### src/rtl/nes_rom_loader.sv
// iNES ROM loader: parses the 16-byte header from the iosys byte stream and writes PRG/CHR payload to SDRAM.
// Define NES_ROM_LOADER_NES20_EN to honour NES 2.0 mapper/size extensions (12-bit sizes).
module nes_rom_loader #(
  parameter int unsigned       ADDR_W   = 22,
  parameter logic [ADDR_W-1:0] PRG_BASE = 22'h000000,
  parameter logic [ADDR_W-1:0] CHR_BASE = 22'h200000
`ifdef NES_ROM_LOADER_NES20_EN
  , localparam int unsigned SIZE_W = 12
`else
  , localparam int unsigned SIZE_W = 8
`endif
) (
  input  logic              clk,
  input  logic              reset,
  input  logic              rom_loading,
  input  logic [7:0]        rom_do,
  input  logic              rom_do_valid,
  output logic              mem_req,
  output logic [ADDR_W-1:0] mem_addr,
  output logic [7:0]        mem_din,
  input  logic              mem_ack,
  output logic [11:0]       mapper,
  output logic [SIZE_W-1:0] prg_size,
  output logic [SIZE_W-1:0] chr_size,
  output logic              mirroring,
  output logic              battery,
  output logic              header_valid,
  output logic              loader_busy,
  output logic              loader_done,
  output logic [1:0]        error,
  output logic              overflow
);

  localparam int unsigned CNT_W     = SIZE_W + 14;
  localparam logic [1:0]  ERR_NONE  = 2'd0;
  localparam logic [1:0]  ERR_MAGIC = 2'd1;
  localparam logic [1:0]  ERR_PRG   = 2'd2;
  localparam logic [1:0]  ERR_TRUNC = 2'd3;

  typedef enum logic [2:0] {S_IDLE, S_HDR, S_TRN, S_PRG, S_CHR, S_DONE, S_ERR} state_t;

  state_t           state_q, state_d;
  logic             valid_q, loading_q;
  logic [3:0]       hdr_cnt;
  logic [8:0]       trn_cnt;
  logic [CNT_W-1:0] offset, ofs_inc;
  logic             trainer;
  logic             byte_acc, load_rise, load_fall;
  logic [7:0]       magic_byte;
  logic             magic_bad, size_bad, prg_last, chr_last;
  logic             hdr_take, trn_take, wr_issue, wr_drop, err_set;
  logic [1:0]       err_code;
`ifdef NES_ROM_LOADER_NES20_EN
  logic             nes2;
  localparam logic [CNT_W:0] ADDR_SPAN = (CNT_W+1)'(1) << ADDR_W;
`endif

  assign byte_acc  = rom_do_valid & ~valid_q;
  assign load_rise = rom_loading & ~loading_q;
  assign load_fall = ~rom_loading & loading_q;
  assign ofs_inc   = offset + CNT_W'(1);
  assign prg_last  = (ofs_inc == {prg_size, 14'd0});
  assign chr_last  = (ofs_inc == {1'b0, chr_size, 13'd0});

`ifdef NES_ROM_LOADER_NES20_EN
  assign size_bad = (prg_size == '0) ||
                    ({1'b0, prg_size, 14'd0} > ADDR_SPAN) ||
                    ({2'b0, chr_size, 13'd0} > ADDR_SPAN);
`else
  assign size_bad = (prg_size == '0);
`endif

  // Expected iNES magic for header bytes 0..3
  always_comb begin
    magic_byte = 8'h1A;
    case (hdr_cnt[1:0])
      2'd0:    magic_byte = 8'h4E;
      2'd1:    magic_byte = 8'h45;
      2'd2:    magic_byte = 8'h53;
      default: ;
    endcase
  end

  assign magic_bad = (hdr_cnt < 4'd4) && (rom_do != magic_byte);

  always_ff @(posedge clk) begin
    if (reset) state_q <= S_IDLE;
    else       state_q <= state_d;
  end

  // Next state; a new load restarts from any state, a dropped load aborts the payload phases
  always_comb begin
    state_d = state_q;
    if (load_rise) begin
      state_d = S_HDR;
    end else begin
      case (state_q)
        S_HDR: begin
          if (load_fall) state_d = S_ERR;
          else if (byte_acc) begin
            if (magic_bad)               state_d = S_ERR;
            else if (hdr_cnt == 4'd15) begin
              if (size_bad)              state_d = S_ERR;
              else if (trainer)          state_d = S_TRN;
              else                       state_d = S_PRG;
            end
          end
        end
        S_TRN: begin
          if (load_fall)                               state_d = S_ERR;
          else if (byte_acc && (trn_cnt == 9'd511))    state_d = S_PRG;
        end
        S_PRG: begin
          if (load_fall)                  state_d = S_ERR;
          else if (wr_issue && prg_last)  state_d = (chr_size == '0) ? S_DONE : S_CHR;
        end
        S_CHR: begin
          if (load_fall)                  state_d = S_ERR;
          else if (wr_issue && chr_last)  state_d = S_DONE;
        end
        default: ;
      endcase
    end
  end

  // Per-cycle control strobes for the datapath
  always_comb begin
    hdr_take = 1'b0;
    trn_take = 1'b0;
    wr_issue = 1'b0;
    wr_drop  = 1'b0;
    err_set  = 1'b0;
    err_code = ERR_NONE;
    if (!load_rise) begin
      case (state_q)
        S_HDR: begin
          if (load_fall) begin
            err_set  = 1'b1;
            err_code = ERR_TRUNC;
          end else if (byte_acc) begin
            hdr_take = 1'b1;
            if (magic_bad) begin
              err_set  = 1'b1;
              err_code = ERR_MAGIC;
            end else if ((hdr_cnt == 4'd15) && size_bad) begin
              err_set  = 1'b1;
              err_code = ERR_PRG;
            end
          end
        end
        S_TRN: begin
          if (load_fall) begin
            err_set  = 1'b1;
            err_code = ERR_TRUNC;
          end else begin
            trn_take = byte_acc;
          end
        end
        S_PRG, S_CHR: begin
          if (load_fall) begin
            err_set  = 1'b1;
            err_code = ERR_TRUNC;
          end else if (byte_acc) begin
            // An ack in the same cycle frees the port for the new byte
            if (mem_req && !mem_ack) wr_drop  = 1'b1;
            else                     wr_issue = 1'b1;
          end
        end
        default: ;
      endcase
    end
  end

  always_ff @(posedge clk) begin
    if (reset) begin
      valid_q      <= 1'b0;
      loading_q    <= 1'b0;
      hdr_cnt      <= 4'd0;
      trn_cnt      <= 9'd0;
      offset       <= '0;
      trainer      <= 1'b0;
      mem_req      <= 1'b0;
      mem_addr     <= '0;
      mem_din      <= 8'd0;
      mapper       <= 12'd0;
      prg_size     <= '0;
      chr_size     <= '0;
      mirroring    <= 1'b0;
      battery      <= 1'b0;
      header_valid <= 1'b0;
      loader_busy  <= 1'b0;
      loader_done  <= 1'b0;
      error        <= ERR_NONE;
      overflow     <= 1'b0;
`ifdef NES_ROM_LOADER_NES20_EN
      nes2         <= 1'b0;
`endif
    end else begin
      valid_q   <= rom_do_valid;
      loading_q <= rom_loading;

      if (load_fall) loader_busy <= 1'b0;
      if (err_set)   error       <= err_code;
      if (wr_drop)   overflow    <= 1'b1;
      if (trn_take)  trn_cnt     <= trn_cnt + 9'd1;

      if (hdr_take) begin
        hdr_cnt <= hdr_cnt + 4'd1;
        case (hdr_cnt)
          4'd4: prg_size <= SIZE_W'(rom_do);
          4'd5: chr_size <= SIZE_W'(rom_do);
          4'd6: begin
            mirroring   <= rom_do[0];
            battery     <= rom_do[1];
            trainer     <= rom_do[2];
            mapper[3:0] <= rom_do[7:4];
          end
          4'd7: begin
            mapper[7:4]  <= rom_do[7:4];
            mapper[11:8] <= 4'd0;
`ifdef NES_ROM_LOADER_NES20_EN
            nes2         <= (rom_do[3:2] == 2'b10);
`endif
          end
`ifdef NES_ROM_LOADER_NES20_EN
          4'd8: if (nes2) mapper[11:8] <= rom_do[3:0];
          4'd9: if (nes2) begin
            prg_size[11:8] <= rom_do[3:0];
            chr_size[11:8] <= rom_do[7:4];
          end
`endif
          4'd15: header_valid <= 1'b1;
          default: ;
        endcase
      end

      // Write port: address/data hold while the request is outstanding
      if (wr_issue) begin
        mem_req  <= 1'b1;
        mem_din  <= rom_do;
        mem_addr <= ((state_q == S_CHR) ? CHR_BASE : PRG_BASE) + ADDR_W'(offset);
        offset   <= ((state_q == S_PRG) && prg_last) ? '0 : ofs_inc;
      end else if (mem_ack) begin
        mem_req  <= 1'b0;
      end

      if ((state_q == S_DONE) && !mem_req) loader_done <= 1'b1;

      if (load_rise) begin
        hdr_cnt      <= 4'd0;
        trn_cnt      <= 9'd0;
        offset       <= '0;
        header_valid <= 1'b0;
        loader_done  <= 1'b0;
        error        <= ERR_NONE;
        overflow     <= 1'b0;
        loader_busy  <= 1'b1;
      end
    end
  end

endmodule

### config.mk
export PLATFORM = sky130hd
export DESIGN_NAME = nes_rom_loader
export DESIGN_NICKNAME = d
export VERILOG_FILES = /design/src/rtl/nes_rom_loader.sv
export SDC_FILE = /design/constraint.sdc
export NUM_CORES = 1
export LEC_CHECK = 0
export BUFFER_PORTS_ARGS = -buffer_cell sky130_fd_sc_hd__buf_4
export CAP_MARGIN = 0
export CORE_ASPECT_RATIO = 0.5
export CORE_UTILIZATION = 24
export DETAILED_ROUTE_END_ITERATION = 6
export GPL_TIMING_DRIVEN = 0
export PLACE_DENSITY = 0.41
export RECOVER_POWER = 50
export SYNTH_ARGS = -nofsm -noshare
export SYNTH_HDL_FRONTEND = slang
export SYNTH_SLANG_ARGS = --single-unit
export TNS_END_PERCENT = 5
### constraint.sdc
create_clock -name clk -period 4 [get_ports clk]
set_clock_uncertainty 0.2 [all_clocks]
set_input_delay 0.2 -clock clk [delete_from_list [all_inputs] [get_ports clk]]
set_output_delay 0.2 -clock clk [all_outputs]
set_load 0.03 [all_outputs]
Word-level counts from Yosys, hierarchy flattened:

Cells that the tools add are included.

* input bits: 13
* output and inout bits: 67
* bits in registers: 104

* reduce and logical (&&, ||, !) cells: 27
* order comparisons: 1
* bitwise operators: 6
* equality and inequality tests: 26
* multiplexer cells: 52
* $add $sub $neg: 4

Operators with widths (count)
* 2-to-1 mux 22 bit: 2
* 2-to-1 mux 3 bit: 11
* 2-to-1 mux 1 bit: 30
* adder 22 x 1 -> 22 bit (second input constant): 1
* adder 22 bit: 1
* == test 22 x 21 -> 1 bit: 1
* == test 22 bit: 1
* one-hot mux 7 bit (3 select lines): 1
* inequality test 4 bit (second input constant): 5
* == test 4 x 3 -> 1 bit (second input constant): 4
* logical NOT 8 bit: 2
* inequality test 3 bit (second input constant): 4
* one-hot mux 3 bit (4 select lines): 1
* AND reduction 6 bit: 2
* 2-to-1 mux 2 bit: 5
* AND reduction 2 bit: 5
* adder 9 x 1 -> 9 bit (second input constant): 1
* == test 9 bit (second input constant): 1
* logical AND 1 bit: 8
* inequality test 8 bit: 1
* == test 3 x 2 -> 1 bit (second input constant): 2
* == test 3 bit (second input constant): 2
* inequality test 5 bit (second input constant): 1
* nonzero test 5 bit: 1
* 16 further kinds: 23

Depth between registers and ports, before layout:

* depth in word-level cells: 12
* depth in mapped cells: 13
* depth with buffers taken out: 11

Worst setup path before layout:

No wires, ideal clock.

* path type: register to register
* start point: register offset[0]
* end point: register state_q[1]
* library setup time: 0.091 ns
* stages on the path, launching flop included: 12
* arrival: 2.904 ns
* path buffers: 2
* period minus slack after synthesis: 3.195 ns
* path slack: 0.805 ns
* cells stage by stage: dfxtp_1 > ha_1 > clkbuf_1 > and2_1 > buf_2 > nand3_1 > and3_1 > or4_4 > nor4_4 > o22ai_1 > or2_0 > a311oi_1

* word-level cells in the longest chain between the ends: 5
* elaborated cells on any way between the ends: 8
* classes of those cells: add/sub (1); eq/ne (4); reduce/logical (3)

RTL lines
* from (decl): RTL line 46 `logic [CNT_W-1:0] offset, ofs_inc;`
* from (signal assigned): RTL line 242 `offset <= ((state_q == S_PRG) && prg_last) ? '0 : ofs_inc;`
* adder 22 x 1 -> 22 bit (*): RTL line 61 `assign ofs_inc = offset + CNT_W'(1);`
* == test 22 x 21 -> 1 bit / == test 22 bit (equally long branches): RTL line 63, 62
* logical AND 1 bit, on equally long branches: RTL line 119, 115
* inequality test 3 bit (no source line)
* AND reduction 6 bit (no source line) (*)
* to (signal assigned): RTL line 88 `else state_q <= state_d;`
* to (decl): RTL line 42 `state_t state_q, state_d;`

Mark *: on every way between the ends. The rest lies on a longest branch, timed or not.
A chain may end at the register's enable or synchronous reset.

Final worst setup path:

* start point: register offset[0]
* end point: register offset[19]

* word-level cells in the longest chain between the ends: 4

RTL lines
* adder 22 x 1 -> 22 bit (*): RTL line 61
* == test 22 bit: RTL line 62 `assign prg_last = (ofs_inc == {prg_size, 14'd0});`
* logical AND 1 bit: RTL line 242
* 2-to-1 mux 22 bit (*): RTL line 242

Marked as above.

==> reports/qor.yml <==
status:
  status: "finished clean"
floorplan:
  die_h_um: 109
  io_pins: 80
  die_area_um2: 23600
  rows: 38
  initial_core_util: 0.250
  die_x_um: 216
  core-area_um2: 22100
clocking:
  clk_transition_reported_paths_ns: 0.08
  htreeDepth: 3
  cts_tree: "built"
  cts_buffer_depth: 2
  worst_skew_pair.late_latency_ns: 0.36
  numCtsBuffers: 9
  root_buffer: "clkbuf_16"
  cts.sinks: 104
critical_path:
  rr_startpoint: "offset[0]$_SDFFE_PP0P_"
  slowest_delay_ns: 0.66
  worst-r2r-setup-slack_ns: 0.23
  r2r-end: "offset[19]$_SDFFE_PP0P_"
  critical_path_class: "reg -> reg"
  path_cells: "ha_2, nand2_1, nor4_4, buf_4, mux2_2, o2111ai_1, nor4_4, nor2_1, nand4b_1, a21oi_1"
  crit_required_ns: 4.09
  endpoint: "offset[19]$_SDFFE_PP0P_"
  critPathArrivalTime_ns: 3.86
  critPathMaxFanout: 10
  crit_top_cell: "nor4_4"
  rr_worst_depth: 10
  worstSetupStartpointType: "flip-flop"
  crit_start: "offset[0]$_SDFFE_PP0P_"
  cp-end-kind: "flip-flop"
  slowest_stage: "nor2_1"
global_routing:
  grtUsageTotal: 0.163
  grt_pass1_wl_um: 29600
  grt_pass1_vias: 5084
  grt-ovfl-total: 0
  grt_start_max_net_pins: 18
  antenna_found_initial: 0
run:
  drv_cap: 0
placed_design:
  placed_cell_area_um2: 6460
  dp_slack_ns: -0.0627
  dp.final_hpwl_um: 14000
  placedCellCount: 1092
  place.port_buffers: 74
  gp_congestion: 0.869
finish:
  fill_cells: 2464
  instances_no_fill: 1124
  nNetsFinal: 842
  final_layout_size_suffix_gt1_frac: 0.0862
  area_growth_pct: 21.5
  antenna_cells: 0
  postLayoutCellArea_um2: 6710
power:
  seqPwrFrac: 0.469
  p_per_area_nw_per_um2: 336
  p_leak_nw: 2.17
  p_sw_w: 0.000628
  ir_worst_vdd_v: 0.000185
  internal_power_w: 0.00163
  p_clk_frac: 0.411
  power_frac_comb: 0.120
  p_sw_frac: 0.279
synth:
  synth_top_cell_area_share: 0.377
  yosysWarningCount: 0
  synth_cell_types: 69
  synthFlopType: "dfxtp_1"
  synth_edf_count: 0
  ys_ff_latch: 104
  ys_top_cells_by_area: "dfxtp_1 (38%), nand2_1 (8.8%), a21oi_1 (7.9%)"
  mappedNetlistArea_um2: 5520
  synth_area_leader_cell: "dfxtp_1"
  ys_async_sr_fraction: 0
  syn_area_per_cell_um2: 7.72
  synth_cells: 715
  ys_seq_area_frac: 0.377
sta:
  tightestPinTransition_ns: 0.861
  min_period_ns: 3.77
  slew_violations: 0
  setup_viol: 0
  post-route-period-util: 0.941
  setup_slack_ns: 0.235
  hold_viol_final: 0
  rsz0062_at_grt: "no"
  fmax_mhz: 266
  slew_headroom: 0.421
detailed_routing:
  ant_nets: 0
  wirelength_um: 19000
  vias_per_cell: 4.79
  vias: 5384
  wl_per_cell_um: 16.9
  firstDrtPassIters: 5
  drt-initial-drc-count: 297
  drcViolationCount: 0
hold_path:
  min_path_type: "in -> reg"
==> critical path: cells and delay by family, from the launching register on <==
kind	cells	cell delay, ns
and+or+nand+nor	5	1.65
DFF	1	0.54
buffers and inverters	1	0.19
muxes	1	0.32
AOI/OAI and AO/OA	2	0.43
adders and majority gates	1	0.36
==> stage by stage <==
stage	power [W]	TNS [ns]	util	hold slack, ns
floorplan	0.00126	0	-	0.128
global placement	0.00135	-0.0872	0.292	0.245
detailed placement	0.00135	-0.0673	0.292	0.247
CTS	0.00227	0	0.311	0.136
global route	0.00235	0	0.303	0.187
finish	0.00225	0	0.303	0.123
==> worst min-delay path by stage <==
stage,startpoint,endpoint,slack [ns],cells after the start
6_report,reset,valid_q$_SDFF_PP0_,0.12,2
3_5_place_dp,mem_addr[2]$_SDFFE_PP0P_,mem_addr[2]$_SDFFE_PP0P_,0.25,2
5_1_grt,reset,valid_q$_SDFF_PP0_,0.19,2
3_3_place_gp,mem_addr[1]$_SDFFE_PP0P_,mem_addr[1]$_SDFFE_PP0P_,0.25,2
2_1_floorplan,rom_do_valid,valid_q$_SDFF_PP0_,0.13,1
4_1_cts,reset,valid_q$_SDFF_PP0_,0.14,2
==> power by group through the flow <==
stage,combinational [W],clock [W],sequential (W)
after floorplan,0.000165,0,0.00109
after global placement,0.000265,0,0.00108
after detailed placement,0.000264,0,0.00108
after CTS,0.000272,0.000946,0.00106
after global routing,0.000296,0.000997,0.00106
final,0.000272,0.000925,0.00106
==> metal layers <==
metal  wire length, um  GRT usage
met1              9960      0.233
met2              8260      0.256
met3               561     0.0276
met4               199     0.0377
met5                 0          0
==> repair_timing <==
item                       CTS  global route
hold endpoints to repair    38             0
setup endpoints to repair    3            20
pin swaps                    0             2
gates cloned                 0             0
buffers inserted             0             6
hold buffers                11             0
resized for setup            1             6
==> kinds of logic after synthesis <==
| group | Yosys count | share of synthesized area |
|---|---|---|
| DFF | 104 | 0.377 |
| adders and majority gates | 10 | 0.0227 |
| AOI/OAI and AO/OA | 166 | 0.183 |
| other | 1 | 0.000679 |
| buffers and inverters | 77 | 0.0614 |
| and+or+nand+nor | 319 | 0.288 |
| muxes | 6 | 0.0111 |
| xor gates and xnor gates | 32 | 0.0560 |
==> final cells by class <==
class / count / area, um^2 / area share
Buffer: 59 / 270 / 0.0403
Multi-Input combinational cell: 537 / 3150 / 0.469
Clock buffer: 10 / 229 / 0.0341
Inverter: 17 / 63.8 / 0.00952
Sequential cell: 104 / 2080 / 0.311
Clock inverter: 6 / 67.6 / 0.0101
Tap cell: 300 / 375 / 0.0560
Timing Repair Buffer: 91 / 470 / 0.0702
==> cells in the mapped netlist, drive strengths merged (4+ instances only) <==
| master | n |
|---|---|
| nand2 | 129 |
| dfxtp | 104 |
| a21oi | 87 |
| nor2 | 46 |
| nand3 | 41 |
| clkbuf | 37 |
| o21ai | 24 |
| buf | 23 |
| xnor2 | 20 |
| nor4 | 18 |
| inv | 17 |
| nand4 | 15 |
| nor3 | 15 |
| ha | 10 |
| xor2 | 10 |
| or3 | 9 |
| nand3b | 8 |
| a31oi | 6 |
| and3 | 5 |
| mux2i | 5 |
| nand2b | 5 |
| nand4b | 5 |
| nor2b | 5 |
| a211oi | 4 |
| and4 | 4 |
| o311ai | 4 |
| or2 | 4 |
==> state kept, by name, indices dropped and copies added, names as in the netlist, 2 cells and up <==
register  cells
error         2
chr_size      8
trn_cnt       9
hdr_cnt       4
state_q       3
mem_addr     22
mem_din       8
prg_size      8
offset       22
mapper        8
==> layout by cell type (no fill, tap or decap), types with 10 or more instances in the layout <==
cell,instances
nor4_1,13
clkbuf_1,102
nand4_1,14
inv_1,17
dfxtp_1,104
buf_2,15
xnor2_1,20
dlygate4sd3_1,11
o21ai_0,22
nand3_1,41
xor2_1,10
a21oi_1,87
buf_4,20
nor2_1,46
nor3_1,14
nand2_1,129
Power figures use the tool's default switching activity.
